### src/rtl/mem_req_arbiter.sv
// -----------------------------------------------------------------------------
// mem_req_arbiter
//   Shares one single-port data memory between two requesters: instruction
//   fetch (IF, read-only) and load/store (LS, read/write). The memory has a
//   synchronous write and a registered read with one cycle of latency. Every
//   access is a fixed three-state sequence:
//     IDLE : grant a requester and register its command
//     CMD  : strobe the memory (only when the address is in range)
//     RESP : read data is available; register the response for the owner
//   The registered ack, rdata and err are visible in the cycle after RESP.
//   LS has priority. When LS has won STARVE_LIMIT contentions in a row, IF
//   wins the next one.
//
// Ports
//   clk, rst                 clock, synchronous active-high reset
//   if_req/if_addr           fetch request and word address
//   if_ack/if_rdata/if_err   one-cycle fetch completion, data, range error
//   ls_req/ls_we/ls_addr/ls_wdata  load/store request, direction, address, data
//   ls_ack/ls_rdata/ls_err   one-cycle load/store completion, data, range error
//   mem_addr/mem_rd/mem_wr/mem_wdata  registered memory command
//   mem_rdata                memory read data (one cycle after mem_rd)
// -----------------------------------------------------------------------------
module mem_req_arbiter #(
   parameter int DEPTH        = 16,
   parameter int STARVE_LIMIT = 4
) (
   input  logic        clk,
   input  logic        rst,
   input  logic        if_req,
   input  logic [31:0] if_addr,
   output logic        if_ack,
   output logic [31:0] if_rdata,
   output logic        if_err,
   input  logic        ls_req,
   input  logic        ls_we,
   input  logic [31:0] ls_addr,
   input  logic [31:0] ls_wdata,
   output logic        ls_ack,
   output logic [31:0] ls_rdata,
   output logic        ls_err,
   output logic [31:0] mem_addr,
   output logic        mem_rd,
   output logic        mem_wr,
   output logic [31:0] mem_wdata,
   input  logic [31:0] mem_rdata
);

   localparam logic [1:0]  S_IDLE     = 2'd0;
   localparam logic [1:0]  S_CMD      = 2'd1;
   localparam logic [1:0]  S_RESP     = 2'd2;
   localparam logic [31:0] DEPTH_W    = 32'(DEPTH);
   localparam logic [3:0]  STARVE_MAX = 4'(STARVE_LIMIT);

   logic [1:0]  state_q, state_d;
   logic        owner_ls_q, owner_ls_d;
   logic        we_q, we_d;
   logic        oor_q, oor_d;
   logic [3:0]  starve_q, starve_d;
   logic [31:0] mem_addr_q, mem_addr_d;
   logic [31:0] mem_wdata_q, mem_wdata_d;
   logic        mem_rd_q, mem_rd_d;
   logic        mem_wr_q, mem_wr_d;
   logic        if_ack_q, if_ack_d;
   logic        ls_ack_q, ls_ack_d;
   logic        if_err_q, if_err_d;
   logic        ls_err_q, ls_err_d;
   logic [31:0] if_rdata_q, if_rdata_d;
   logic [31:0] ls_rdata_q, ls_rdata_d;

   logic        grant_ls;
   logic [31:0] sel_addr;
   logic        sel_we;
   logic        sel_in_range;
   logic [31:0] resp_data;

   // LS wins unless IF is also waiting and has already been passed over
   // STARVE_LIMIT times in a row.
   assign grant_ls     = ls_req && !(if_req && (starve_q == STARVE_MAX));
   assign sel_addr     = grant_ls ? ls_addr : if_addr;
   assign sel_we       = grant_ls && ls_we;
   // Full 32-bit compare: high address bits must not alias into the array.
   assign sel_in_range = (sel_addr < DEPTH_W);
   // Stores and out-of-range accesses return zero data.
   assign resp_data    = (!oor_q && !we_q) ? mem_rdata : 32'd0;

   always_comb begin
      state_d     = state_q;
      owner_ls_d  = owner_ls_q;
      we_d        = we_q;
      oor_d       = oor_q;
      starve_d    = starve_q;
      mem_addr_d  = mem_addr_q;
      mem_wdata_d = mem_wdata_q;
      // Strobes and responses are single-cycle pulses unless set below.
      mem_rd_d    = 1'b0;
      mem_wr_d    = 1'b0;
      if_ack_d    = 1'b0;
      ls_ack_d    = 1'b0;
      if_err_d    = 1'b0;
      ls_err_d    = 1'b0;
      if_rdata_d  = 32'd0;
      ls_rdata_d  = 32'd0;

      case (state_q)
         S_IDLE: begin
            if (if_req || ls_req) begin
               state_d    = S_CMD;
               owner_ls_d = grant_ls;
               we_d       = sel_we;
               oor_d      = !sel_in_range;
               mem_addr_d = sel_addr;
               mem_rd_d   = sel_in_range && !sel_we;
               mem_wr_d   = sel_in_range && sel_we;
               if (sel_we) begin
                  mem_wdata_d = ls_wdata;
               end
               if (grant_ls && if_req) begin
                  starve_d = starve_q + 4'd1;
               end else begin
                  starve_d = 4'd0;
               end
            end
         end
         S_CMD: begin
            state_d = S_RESP;
         end
         S_RESP: begin
            state_d = S_IDLE;
            if (owner_ls_q) begin
               ls_ack_d   = 1'b1;
               ls_rdata_d = resp_data;
               ls_err_d   = oor_q;
            end else begin
               if_ack_d   = 1'b1;
               if_rdata_d = resp_data;
               if_err_d   = oor_q;
            end
         end
         default: begin
            state_d = S_IDLE;
         end
      endcase
   end

   always_ff @(posedge clk) begin
      if (rst) begin
         state_q     <= S_IDLE;
         owner_ls_q  <= 1'b0;
         we_q        <= 1'b0;
         oor_q       <= 1'b0;
         starve_q    <= 4'd0;
         mem_addr_q  <= 32'd0;
         mem_wdata_q <= 32'd0;
         mem_rd_q    <= 1'b0;
         mem_wr_q    <= 1'b0;
         if_ack_q    <= 1'b0;
         ls_ack_q    <= 1'b0;
         if_err_q    <= 1'b0;
         ls_err_q    <= 1'b0;
         if_rdata_q  <= 32'd0;
         ls_rdata_q  <= 32'd0;
      end else begin
         state_q     <= state_d;
         owner_ls_q  <= owner_ls_d;
         we_q        <= we_d;
         oor_q       <= oor_d;
         starve_q    <= starve_d;
         mem_addr_q  <= mem_addr_d;
         mem_wdata_q <= mem_wdata_d;
         mem_rd_q    <= mem_rd_d;
         mem_wr_q    <= mem_wr_d;
         if_ack_q    <= if_ack_d;
         ls_ack_q    <= ls_ack_d;
         if_err_q    <= if_err_d;
         ls_err_q    <= ls_err_d;
         if_rdata_q  <= if_rdata_d;
         ls_rdata_q  <= ls_rdata_d;
      end
   end

   assign mem_addr  = mem_addr_q;
   assign mem_wdata = mem_wdata_q;
   assign mem_rd    = mem_rd_q;
   assign mem_wr    = mem_wr_q;
   assign if_ack    = if_ack_q;
   assign ls_ack    = ls_ack_q;
   assign if_err    = if_err_q;
   assign ls_err    = ls_err_q;
   assign if_rdata  = if_rdata_q;
   assign ls_rdata  = ls_rdata_q;

endmodule

### config.mk
export PLATFORM = sky130hd
export DESIGN_NAME = mem_req_arbiter
export DESIGN_NICKNAME = d
export VERILOG_FILES = /design/src/rtl/mem_req_arbiter.sv
export SDC_FILE = /design/constraint.sdc
export NUM_CORES = 1
export LEC_CHECK = 0
export CAP_MARGIN = 20
export CORE_ASPECT_RATIO = 1.4
export CORE_MARGIN = 5
export CORE_UTILIZATION = 42
export CTS_CLUSTER_SIZE = 16
export DETAILED_ROUTE_END_ITERATION = 6
export PLACE_DENSITY_LB_ADDON = 0.05
export SLEW_MARGIN = 20
export SYNTH_ARGS = -nofsm -noshare
export SYNTH_HDL_FRONTEND = slang
export SYNTH_SLANG_ARGS = --single-unit
### constraint.sdc
create_clock -name clk -period 2.2 [get_ports clk]
set_input_delay 0.33 -clock clk [delete_from_list [all_inputs] [get_ports clk]]
set_output_delay 0.33 -clock clk [all_outputs]
set_load 0.02 [all_outputs]
==> flow_metrics.tcl, run 1 <==
set metrics [dict create \
    outcome "complete, no violations" \
    peakVddDrop_uv 616.9 \
    startpoint "mem_addr[30]$_SDFFE_PP0P_" \
    grt_pass1_vias 4796 \
    p_total_w 0.006531 \
    clk_root_buffer_cell "clkbuf_16" \
    clock_latency_ns 0.41 \
    async_reset_ff_share_pct 0 \
    period_share_pct 78.92 \
    synthCells 505 \
    hold_viol_final 0 \
    syn_area_sq_um 4985 \
    r2r_cells 7 \
    crit_end "mem_addr[30]" \
    syn2layout_area_growth_pct 68.15 \
    routed_wl_um 15410 \
    final_layout_size_suffix_gt1_share_pct 7.436 \
    required_ns 1.87 \
    r2r_slack_ns 0.49 \
    dieArea_sq_um 14180 \
    relSlewSlack_pct 68.93 \
    cts-buffers-inserted 17 \
    start_util_pct 42.38 \
    synth_fp_nets 640 \
    antenna_found_initial 0 \
    final_cell_mix "clkdlybuf4s50_1 (265), dfxtp_1 (143), nand2_1 (71), nor2_1 (66), and3_1 (65)" \
    reg2reg_from "starve_q[0]$_SDFFE_PP0P_" \
    grt.total_usage_pct 21.09 \
    grt_overflow 0 \
    endpoint_kind "output pin" \
    crit_fanout 2 \
    syn_avg_cell_area_sq_um 9.871 \
    die_y_um 138.9 \
    yosys_register_bits 143 \
    wl_per_cell_um 16.62 \
    cp_num_buf_inv 1 \
    ff_latch_area_sq_um 2863 \
    fillers 891 \
    crit_family "buffers and inverters" \
    synth_cell_types 39 \
    path_clk_slew_ns 0.06 \
    drv_slew 0 \
    crit_cells 1 \
    io_buffers 266 \
    die_x_um 102.1 \
    antennaDiodeCount 0 \
    row_count 47 \
    layout.nets 902 \
    grt_max_degree 65 \
    clock.fmax_mhz 576.0 \
    io_pins 267 \
    finalCriticalPeriod_ns 1.736 \
    power-per-cell-area_nw_per_um2 779.2 \
    setup-tns-final_ns 0 \
    viasPerCell 5.102 \
    hold_path.class "input port to flop" \
    num_vias 4730 \
    post_cts_resized 0 \
    cts_max_level 4 \
    path_class "flop to output pin" \
    hpwl_um 11720 \
    synth_edf_count 0 \
    start_kind "flop" \
    clock_path_buffers 2 \
    arrival_ns 1.41 \
    worst_path_max_delay_cell "clkdlybuf4s50_1" \
    drc 0 \
    cts_setup_buffers 0 \
    firstDrtPassIters 4 \
    cts_hold_buf 0 \
    yosysWarnings 0 \
    r2r_end "mem_addr[11]$_SDFFE_PP0P_" \
    cpPeakStageDelay_ns 0.65 \
    ant_nets 0 \
    ys_seq_area_share_pct 57.43 \
    setup_viol 0 \
    drv_cap 0 \
    cts_tree "built" \
    yosys_most_used_dff "dfxtp_1" \
    core_area_sq_um 11760 \
    whs_ns 0.2804 \
    place_congestion 0.9478 \
    worstMarginPinSlew_ns 0.4661 \
    first_iter_violations 239 \
    leakagePower_nw 3.585 \
    fin_skew_ns 0.007633 \
    final_common_cell "clkdlybuf4s50_1" \
    path_cells "clkdlybuf4s50_1" \
    multi_input_area_sq_um 1939 \
    cts.sinks 143 \
    grt_pass1_wl_um 23690 \
    rsz0062_at_grt "false" \
]
state kept, by name, summed over array words and instances (netlist names), 2 cells and up:
signal     flops
if_rdata      32
mem_addr      32
starve_q       4
ls_rdata      32
mem_wdata     32
state_q        2
per-layer routing:
layer / routed length [um] / GRT usage (%)
met4: 437 / 9.261
met1: 5673 / 22.86
met3: 1336 / 7.046
met2: 7959 / 36.59
met5: 0 / 0
worst min path at each step:
stage,from,to,slack (ns),cells after the start
2_1_floorplan,we_q$_SDFFE_PP0P_,we_q$_SDFFE_PP0P_,0.44,2
3_3_place_gp,we_q$_SDFFE_PP0P_,we_q$_SDFFE_PP0P_,0.47,2
3_5_place_dp,we_q$_SDFFE_PP0P_,we_q$_SDFFE_PP0P_,0.47,2
4_1_cts,rst,owner_ls_q$_SDFFE_PP0P_,0.24,2
5_1_grt,rst,state_q[1]$_SDFFE_PP0P_,0.27,2
6_report,rst,state_q[1]$_SDFFE_PP0P_,0.28,2
logic make-up after synthesis:
| logic type | count (synthesis) | share of synthesized area [%] |
|---|---|---|
| simple gates | 242 | 24.15 |
| flops | 143 | 57.43 |
| compound gates | 45 | 7.354 |
| buf+inv | 40 | 3.916 |
| mux | 33 | 6.652 |
| fa+ha+maj | 2 | 0.5019 |
power breakdown:
| part | switching, W | internal [W] |
|---|---|---|
| clock | 0.00112 | 0.00163 |
| sequential | 0.0000640 | 0.00271 |
| combinational | 0.000480 | 0.000528 |
| total | 0.00166 | 0.00487 |
final cells by class:
| cell class | instances | share of cell area [%] |
|---|---|---|
| Sequential cell | 143 | 34.15 |
| Timing Repair Buffer | 281 | 33.50 |
| Multi-Input combinational cell | 322 | 23.14 |
| Clock buffer | 19 | 5.404 |
| Tap cell | 147 | 2.194 |
| Clock inverter | 13 | 1.523 |
| Inverter | 2 | 0.08957 |
Yosys cell counts, drive strengths merged (4+ instances only):
cell,number,area (sq um)
dfxtp,143,2863
nand2,72,272.8
nor2,68,257.8
and3,65,406.6
a311oi,32,280.3
mux2i,32,320.3
clkbuf,25,93.84
nor4,16,100.1
buf,13,93.84
a21oi,4,20.02
nand4,4,31.28
stage by stage:
step	util [%]	setup WS [ns]	instance area (sq um)	cells
6_report	71.27	0.4639	8382	927
2_1_floorplan	-	0.6850	4985	505
3_5_place_dp	66.33	0.2168	7801	895
5_1_grt	71.27	0.3045	8382	927
4_1_cts	71.27	0.4305	8382	927
3_3_place_gp	66.33	0.2132	7801	895
Power figures use the tool's default switching activity.
==> run 2: changes to the inputs <==
Settings changed: CORE_UTILIZATION 42 to 39.
Clock period 2.2 ns to 1.8 ns, I/O delays scaled along.
==> run 2 against run 1 <==
Critical path depth increased by 7. Flip-flop and latch count stayed put. Core utilization decreased by 4.0 points. Combinational power rose by 28%.
==> flow_metrics.tcl, run 2 (synthesized netlist as in run 1, its figures left out) <==
set metrics [dict create \
    wl_per_cell_um 16.48 \
    cts_setup_buffers 0 \
    clock_latency_ns 0.41 \
    endpoint_kind "flop" \
    place_area_sq_um 7969 \
    seq_power_share_pct 42.7 \
    r2r_cells 8 \
    clk_root_buffer_cell "clkbuf_16" \
    final_layout_size_suffix_gt1_share_pct 9.206 \
    period_share_pct 95.25 \
    arrival_ns 2.00 \
    viasPerCell 4.983 \
    grt_pass1_vias 4774 \
    antenna_found_initial 0 \
    stdcell_area_sq_um 8537 \
    path_class "flop to flop" \
    start_util_pct 39.28 \
    cts-buffers-inserted 17 \
    drc 0 \
    post_cts_resized 0 \
    fillers 1030 \
    p_sw_w 0.002116 \
    crit_end "mem_wdata[6]$_SDFFE_PP0P_" \
    reg2reg_from "starve_q[0]$_SDFFE_PP0P_" \
    antennaDiodeCount 0 \
    ant_nets 0 \
    r2r_slack_ns 0.09 \
    pwr-share-clk_pct 41.0 \
    clock_path_buffers 2 \
    setup_viol 0 \
    grt_pass1_wl_um 24090 \
    worstMarginPinSlew_ns 0.4626 \
    syn2layout_area_growth_pct 71.26 \
    combPwrFrac_pct 16.3 \
    finalCriticalPeriod_ns 1.714 \
    die_y_um 143.8 \
    row_count 49 \
    grt_max_degree 65 \
    leakagePower_nw 3.655 \
    routed_wl_um 15590 \
    p_total_w 0.007917 \
    r2r_end "mem_wdata[6]$_SDFFE_PP0P_" \
    final_cell_mix "clkdlybuf4s50_1 (265), dfxtp_1 (142), nand2_1 (71), nor2_1 (66), and3_1 (65)" \
    hold_path.class "input port to flop" \
    start_kind "flop" \
    fin_util_pct 67.27 \
    clock.fmax_mhz 583.3 \
    path_clk_slew_ns 0.06 \
    cts_tree "built" \
    required_ns 2.09 \
    startpoint "starve_q[0]$_SDFFE_PP0P_" \
    peakVddDrop_uv 585.7 \
    relSlewSlack_pct 69.16 \
    drv_cap 0 \
    outcome "complete, no violations" \
    cts_hold_buf 0 \
    setup-tns-final_ns 0 \
    drv_slew 0 \
    hold_viol_final 0 \
    grt_overflow 0 \
    whs_ns 0.1658 \
    num_vias 4714 \
    final_common_cell "clkdlybuf4s50_1" \
    grt.total_usage_pct 19.94 \
    io_buffers 266 \
    cts_max_level 4 \
    io_pins 267 \
    rsz0062_at_grt "false" \
    switching_share_pct 26.73 \
    first_iter_violations 204 \
    power-per-cell-area_nw_per_um2 927.4 \
    internal_power_w 0.005801 \
    hpwl_um 11860 \
    cts.sinks 143 \
    die_x_um 105.6 \
    dieArea_sq_um 15170 \
    fin_skew_ns 0.01203 \
    firstDrtPassIters 4 \
    crit_fanout 18 \
    layout.nets 915 \
    core_area_sq_um 12690 \
    place_congestion 0.9050 \
]
## run 2: cell types whose count changed in the layout (fill, tap and decap cells not counted), sizes merged
| cell | before | now |
|---|---|---|
| buf | 16 | 29 |
| bufinv | 1 | 0 |
| clkbuf | 19 | 18 |
| clkinv | 5 | 3 |
| clkinvlp | 3 | 4 |
| inv | 6 | 9 |
## run 2: final cells by class
cell class                 count  area (sq um)  share of cell area (%)
clock buffer                  18         429.2                   5.027
inverter                       2         7.507                 0.08794
tap                          153         191.4                   2.242
timing repair buffer         294          2968                   34.76
sequential                   143          2864                   33.55
clock inverter                14         125.1                   1.466
multi-input combinational    322          1952                   22.86
## run 2: worst min path at each step
stage	startpoint	endpoint	slack (ns)	cells past startpoint
detailed placement	we_q$_SDFFE_PP0P_	we_q$_SDFFE_PP0P_	0.47	2
global route	rst	state_q[1]$_SDFFE_PP0P_	0.17	2
floorplan	ls_wdata[0]	mem_wdata[0]$_SDFFE_PP0P_	0.41	2
CTS	rst	state_q[1]$_SDFFE_PP0P_	0.15	2
finish	rst	state_q[1]$_SDFFE_PP0P_	0.17	2
global placement	we_q$_SDFFE_PP0P_	we_q$_SDFFE_PP0P_	0.47	2
## run 2: worst max-delay path, stage by stage, from the launching register on
cell and delay [ns]:
dfxtp_1 0.33, inv_1 0.09, ha_1 0.16, nand4b_2 0.17
buf_4 0.18, nand4_2 0.16, buf_12 0.20, mux2i_1 0.23
nor2_1 0.06
## run 2: metal layers
metal  global-route usage, %  share of wire (%)
met5                       0                  0
met4                   8.868                2.6
met3                   7.101                7.7
met2                   36.06                 53
met1                   20.78                 37
## run 2: power groups by stage
stage	clock network, W	registers (W)	logic, W
detailed placement	0	0.00345	0.00128
global route	0.00350	0.00340	0.00138
finish	0.00325	0.00338	0.00129
global placement	0	0.00345	0.00126
CTS	0.00333	0.00338	0.00129
floorplan	0	0.00360	0.000389
## run 2: per-stage QoR
stage / setup WS, ns / std cells
after floorplan: 0.2850 / 505
after global placement: -0.1687 / 914
after detailed placement: -0.2075 / 914
after CTS: 0.06927 / 946
after global routing: 0.003589 / 946
final: 0.08551 / 946
